--- config.mk ---
export PLATFORM = sky130hd
export DESIGN_NAME = uart_rx_ctrl
export DESIGN_NICKNAME = d
export VERILOG_FILES = /design/src/rtl/uart_pkg.sv /design/src/rtl/rx_sipo.sv /design/src/rtl/uart_rx_ctrl.sv
export SDC_FILE = /design/constraint.sdc
export NUM_CORES = 1
export LEC_CHECK = 0
export ABC_AREA = 1
export CELL_PAD_IN_SITES_DETAIL_PLACEMENT = 0
export CELL_PAD_IN_SITES_GLOBAL_PLACEMENT = 1
export CORE_AREA = 2 2 56 79
export DETAILED_ROUTE_END_ITERATION = 8
export DIE_AREA = 0 0 58 81
export HOLD_SLACK_MARGIN = 0.05
export PLACE_DENSITY = 0.92
export SLEW_MARGIN = 20
export SYNTH_ARGS = -nofsm -noshare
export SYNTH_HDL_FRONTEND = slang
export SYNTH_HIERARCHICAL = 1
export SYNTH_SLANG_ARGS = --single-unit
--- constraint.sdc ---
create_clock -name clk -period 2.2 [get_ports clk]
set_input_delay 0.22 -clock clk [delete_from_list [all_inputs] [get_ports clk]]
set_output_delay 0.22 -clock clk [all_outputs]
set_load 0.03 [all_outputs]
--- src/rtl/uart_pkg.sv ---
// Shared UART constants and types (receiver and transmitter).
package uart_pkg;

  typedef enum logic [2:0] {
    StIdle   = 3'd0,
    StStart  = 3'd1,
    StData   = 3'd2,
    StParity = 3'd3,
    StStop   = 3'd4
  } uart_state_e;

  localparam int unsigned OversampleDefault = 16;
  localparam int unsigned DataBitsDefault   = 8;

  localparam logic ParityEven = 1'b0;
  localparam logic ParityOdd  = 1'b1;

  // Parity bit a transmitter would append to data (zero-extended to 32 bits).
  function automatic logic calc_parity(input logic [31:0] data, input logic odd);
    return (^data) ^ odd;
  endfunction

endpackage

--- src/rtl/rx_sipo.sv ---
// Serial-in/parallel-out register; first bit in ends up at bit 0 (LSB-first line order).
module rx_sipo #(
  parameter int unsigned DATA_BITS = 8
) (
  input  logic                 clk,
  input  logic                 reset,
  input  logic                 shift_en,
  input  logic                 serial_in,
  output logic [DATA_BITS-1:0] parallel_out
);

  logic [DATA_BITS-1:0] shift_q;
  logic [DATA_BITS:0]   shift_ext;

  assign shift_ext    = {serial_in, shift_q};
  assign parallel_out = shift_q;

  // New bit enters at the MSB, older bits move towards the LSB.
  always_ff @(posedge clk or posedge reset) begin
    if (reset) begin
      shift_q <= '0;
    end else if (shift_en) begin
      shift_q <= shift_ext[DATA_BITS:1];
    end
  end

endmodule

--- src/rtl/uart_rx_ctrl.sv ---
// UART receive controller: 2-flop RxD synchronizer, oversampled bit-timing FSM,
// parity/stop checking and registered one-cycle result strobes.
module uart_rx_ctrl
  import uart_pkg::*;
#(
  parameter int unsigned DATA_BITS  = DataBitsDefault,
  parameter int unsigned OVERSAMPLE = OversampleDefault,
  parameter int unsigned PARITY_EN  = 1,
  parameter int unsigned PARITY_ODD = 0
) (
  input  logic                 clk,
  input  logic                 reset,
  input  logic                 RxD,
  input  logic                 Rx_EN,
  input  logic                 Rx_sample_enable,
  output logic [DATA_BITS-1:0] Rx_DATA,
  output logic                 Rx_VALID,
  output logic                 Rx_PERROR,
  output logic                 Rx_FERROR,
  output logic                 Rx_BUSY
);

  localparam int unsigned CntW = $clog2(OVERSAMPLE);
  localparam int unsigned IdxW = (DATA_BITS > 1) ? $clog2(DATA_BITS) : 1;

  localparam logic [CntW-1:0] MidTick  = CntW'(OVERSAMPLE / 2 - 1);
  localparam logic [CntW-1:0] LastTick = CntW'(OVERSAMPLE - 1);
  localparam logic [IdxW-1:0] LastBit  = IdxW'(DATA_BITS - 1);

  logic                 rxd_meta_q, rxd_sync_q;
  uart_state_e          state_q, state_d;
  logic [CntW-1:0]      cnt_q, cnt_d;
  logic [IdxW-1:0]      idx_q, idx_d;
  logic                 perr_q, perr_d;
  logic [DATA_BITS-1:0] data_q, data_d;
  logic                 valid_q, valid_d;
  logic                 perror_q, perror_d;
  logic                 ferror_q, ferror_d;
  logic                 shift_en;
  logic [DATA_BITS-1:0] sipo_out;

  rx_sipo #(
    .DATA_BITS(DATA_BITS)
  ) u_sipo (
    .clk         (clk),
    .reset       (reset),
    .shift_en    (shift_en),
    .serial_in   (rxd_sync_q),
    .parallel_out(sipo_out)
  );

  // Two-flop synchronizer; resets to the idle line level.
  always_ff @(posedge clk or posedge reset) begin
    if (reset) begin
      rxd_meta_q <= 1'b1;
      rxd_sync_q <= 1'b1;
    end else begin
      rxd_meta_q <= RxD;
      rxd_sync_q <= rxd_meta_q;
    end
  end

  // Next-state, counters and result strobes; everything advances only on a sample tick.
  always_comb begin
    state_d  = state_q;
    cnt_d    = cnt_q;
    idx_d    = idx_q;
    perr_d   = perr_q;
    data_d   = data_q;
    valid_d  = 1'b0;
    perror_d = 1'b0;
    ferror_d = 1'b0;
    shift_en = 1'b0;

    if (!Rx_EN) begin
      state_d = StIdle;
      cnt_d   = '0;
      idx_d   = '0;
      perr_d  = 1'b0;
    end else if (Rx_sample_enable) begin
      cnt_d = cnt_q + 1'b1;
      unique case (state_q)
        StIdle: begin
          cnt_d  = '0;
          idx_d  = '0;
          perr_d = 1'b0;
          if (!rxd_sync_q) begin
            state_d = StStart;
            cnt_d   = CntW'(1);
          end
        end
        StStart: begin
          // Re-zeroing here puts every later LastTick sample at mid-bit.
          if (cnt_q == MidTick) begin
            cnt_d   = '0;
            idx_d   = '0;
            state_d = rxd_sync_q ? StIdle : StData;
          end
        end
        StData: begin
          if (cnt_q == LastTick) begin
            shift_en = 1'b1;
            idx_d    = idx_q + 1'b1;
            if (idx_q == LastBit) begin
              idx_d   = '0;
              state_d = (PARITY_EN != 0) ? StParity : StStop;
            end
          end
        end
        StParity: begin
          if (cnt_q == LastTick) begin
            perr_d  = rxd_sync_q != calc_parity(32'(sipo_out), PARITY_ODD != 0);
            state_d = StStop;
          end
        end
        StStop: begin
          if (cnt_q == LastTick) begin
            state_d  = StIdle;
            cnt_d    = '0;
            ferror_d = !rxd_sync_q;
            perror_d = perr_q;
            if (rxd_sync_q && !perr_q) begin
              valid_d = 1'b1;
              data_d  = sipo_out;
            end
          end
        end
        default: begin
          state_d = StIdle;
          cnt_d   = '0;
        end
      endcase
    end
  end

  // State, counters, held data and registered strobes.
  always_ff @(posedge clk or posedge reset) begin
    if (reset) begin
      state_q  <= StIdle;
      cnt_q    <= '0;
      idx_q    <= '0;
      perr_q   <= 1'b0;
      data_q   <= '0;
      valid_q  <= 1'b0;
      perror_q <= 1'b0;
      ferror_q <= 1'b0;
    end else begin
      state_q  <= state_d;
      cnt_q    <= cnt_d;
      idx_q    <= idx_d;
      perr_q   <= perr_d;
      data_q   <= data_d;
      valid_q  <= valid_d;
      perror_q <= perror_d;
      ferror_q <= ferror_d;
    end
  end

  assign Rx_DATA   = data_q;
  assign Rx_VALID  = valid_q;
  assign Rx_PERROR = perror_q;
  assign Rx_FERROR = ferror_q;
  assign Rx_BUSY   = (state_q != StIdle);

endmodule

==> impl_metrics.csv, run 1 <==
group,metric,value,unit
outcome,status,"finished, final reports clean",
place,numPlacedInstances,282,
floorplanning,dieWidth,58,microns
detailed_routing,drc,0,
timing,tightest_slew,0.490,ns
worst_setup_path,cpPeakStageDelay,0.68,ns
clock_network,clk_path_buf_depth,2,
timing,fin_tns_setup,0,ns
synth,synth_area,1750,sq um
timing,rsz0062_at_grt,"false",
power,pwr-share-seq,41.8,%
timing,final-hold-violation-count,0,
power,swShare,35.6,%
timing,drv_slew,0,
place,place.gp.congestion,0.849,
detailed_routing,post_drt_wl_per_cell,12.3,microns
timing,period_needed,1.90,ns
floorplanning,start_util,42.9,%
clock_network,cts_tree,"yes",
clock_network,clkSinkCount,32,
cells_and_area,instances_no_fill,290,
place,hpwl,2740,microns
synth,seq_area_frac_synth,46.0,%
global_routing,grt-ovfl-total,0,
power,powerDensity,792,nW/um^2
clock_network,insertion_delay,0.28,ns
timing,relSlewSlack,67.3,%
synth,syn_inst,221,
timing,skew,0.00562,ns
timing,finalCritPeriodShare,86.2,%
cells_and_area,post_route_cells_drive_above_1_share,16.7,%
detailed_routing,viasPerCell,4.94,
flow_run,drv_cap,0,
hold_path,holdCritPathClass,"in -> async",
synth,synth_cell_types,26,
synth,yosys_warnings,6,
power,p_int,1040,uW
floorplanning,io_pins,17,
detailed_routing,ant_nets,0,
worst_setup_path,crit_arrival,1.68,ns
worst_setup_path,critPathSlowestCell,"clkdlybuf4s50_1",
global_routing,grt_first_pass_wirelength,6160,microns
floorplanning,core_area,4060,sq um
timing,setup-violations-final,0,
global_routing,grt_max_degree,16,
global_routing,grt.total_usage,17.5,%
cells_and_area,most-common-layout-cells,"87 x nand2_1, 30 x dfrtp_1, 21 x inv_1",
detailed_routing,dr.pass1.iters,4,
clock_network,cts-root-buf,"clkbuf_8",
worst_setup_path,worstSetupPathType,"reg -> out",
global_routing,grt_pass1_vias,1451,
floorplanning,num_rows,28,
power,peakVddDrop,562,uV
power,comb_power_share,29.2,%
timing,max_freq,0.527,GHz
floorplanning,dieHeight,81,microns
power,power.share.clock,29.0,%
global_routing,antenna_found_initial,0,
detailed_routing,wl,3570,microns
detailed_routing,initialDrtViolationCount,70,
cells_and_area,layout_commonest_cell,"nand2_1",
cells_and_area,num_antenna_cells,0,
detailed_routing,via_count,1433,
synth,syn_nets,229,
worst_setup_path,cp_data_required_time,1.98,ns
synth,synth-seq-cells,32,
clock_network,path_clk_slew,0.07,ns
worst_setup_path,crit_chain,"nor2_4 > nand2_2 > clkdlybuf4s50_1",
clock_network,htreeDepth,2,
place,io_buffers,16,
clock_network,cts_setup_buffers,0,
power,power.switching,576,uW
cells_and_area,syn_to_final_growth,16.9,%
floorplanning,die-area,4700,sq um
worst_setup_path,worst_setup_path_start_kind,"flip-flop",
power,static-leakage-power,0.00105,uW
cells_and_area,final_nets,252,
worst_setup_path,end_kind,"output port",
worst_setup_path,path_max_fanout,7,
clock_network,hold_buffers,0,
clock_network,cts_resized,0,
synth,avgSynthCellArea,7.90,sq um
clock_network,numCtsBuffers,5,
[sequential cells by signal (all words and copies together) (netlist names)]
register,count
Rx_DATA,8
Rx_FERROR,1
Rx_PERROR,1
Rx_VALID,1
cnt_q,4
idx_q,3
perr_q,1
rxd_meta_q,1
rxd_sync_q,1
state_q,3
u_sipo/parallel_out,8
[worst max-delay path: cells and delay by family (launching register included)]
family	cells	cell delay (ns)
flip-flops	1	0.52
AND/OR/NAND/NOR	2	0.19
buffers and inverters	1	0.68
[per-layer routing]
metal  GRT usage (%)  vias to the layer above  share of wire [%]
met3            4.62                        9                3.3
met5               0                        -                  0
met1            18.2                      658                 41
li1                -                      738                  -
met4            8.37                        0                2.4
met2            32.2                       28                 53
[through the flow]
stage	instance area (sq um)	hold WS [ns]	util [%]	setup slack, ns	power, uW
floorplan	1750	0.0357	-	0.786	1040
global placement	1950	0.346	48.0	0.359	1160
detailed placement	1950	0.350	48.0	0.391	1160
CTS	2040	0.209	50.2	0.297	1630
global route	2040	0.227	50.2	0.237	1710
finish	2040	0.211	50.2	0.303	1620
[kinds of logic after synthesis]
group,after synthesis,synth area share (%)
buffers and inverters,29,7.53
DFF,32,46.0
AOI/OAI and AO/OA,19,7.81
and+or+nand+nor,135,35.0
xor gates and xnor gates,3,1.51
adders and majority gates,3,2.15
[synthesized netlist by cell type]
master,number,area share [%]
buf_6,3,1.9
nand3_2,1,0.57
o21ai_4,1,0.93
nor2_1,9,1.9
nand3_1,19,5.4
nor3_1,2,0.57
o21ai_2,7,3.5
inv_1,21,4.5
nand2_2,5,1.8
xnor2_1,1,0.50
inv_2,5,1.1
o21ai_0,3,0.86
a21oi_2,1,0.50
dfrtp_1,30,43
or2_1,1,0.36
dfstp_2,2,3.0
ha_1,3,2.2
o21ai_1,3,0.86
a21oi_1,4,1.1
xor2_1,2,1.0
nand4_4,1,1.2
nand4_1,1,0.36
nand2_1,87,19
nor2_4,2,1.3
nor2_2,6,2.2
nor3_2,1,0.57
[final timing paths]
path / from / endpoint / slack (ns) / cells after the start
setup / recovery: state_q[0] / Rx_BUSY / 0.30 / 3
hold / removal: reset / u_sipo/parallel_out[4] / 0.21 / 2
setup reg to reg: cnt_q[0] / u_sipo/parallel_out[3] / 0.44 / 8
hold reg to reg: rxd_meta_q / rxd_sync_q / 0.36 / 0
max in group asynchronous: reset / Rx_DATA[0] / 1.36 / 3
min in group clk: RxD / rxd_meta_q / 0.35 / 1
[cell type report]
cell class	instances	area [sq um]
Tap cell	45	56.3
Clock buffer	8	90.1
Fill cell	398	2020
Timing Repair Buffer	19	183
Inverter	26	97.6
Sequential cell	32	803
Multi-Input combinational cell	160	811
[power groups by stage]
stage,registers (uW),clock network (uW),logic (uW)
floorplan,676,0,369
finish,676,468,472
CTS,676,482,476
global placement,687,0,471
detailed placement,687,0,475
global route,680,507,528
Power figures use the tool's default switching activity.
==> run 2: changes to the inputs <==
--- a/config.mk
+++ b/config.mk
@@ -6,6 +6,7 @@
 export NUM_CORES = 1
 export LEC_CHECK = 0
 export ABC_AREA = 1
+export ABC_CLOCK_PERIOD_IN_PS = 2200
 export CELL_PAD_IN_SITES_DETAIL_PLACEMENT = 0
 export CELL_PAD_IN_SITES_GLOBAL_PLACEMENT = 1
 export CORE_AREA = 2 2 56 79
@@ -18,3 +19,4 @@
 export SYNTH_HDL_FRONTEND = slang
 export SYNTH_HIERARCHICAL = 1
 export SYNTH_SLANG_ARGS = --single-unit
+export TNS_END_PERCENT = 100
==> results of run 2 <==
Same layout as run 1: the final DEF is identical, and so are final timing and power.
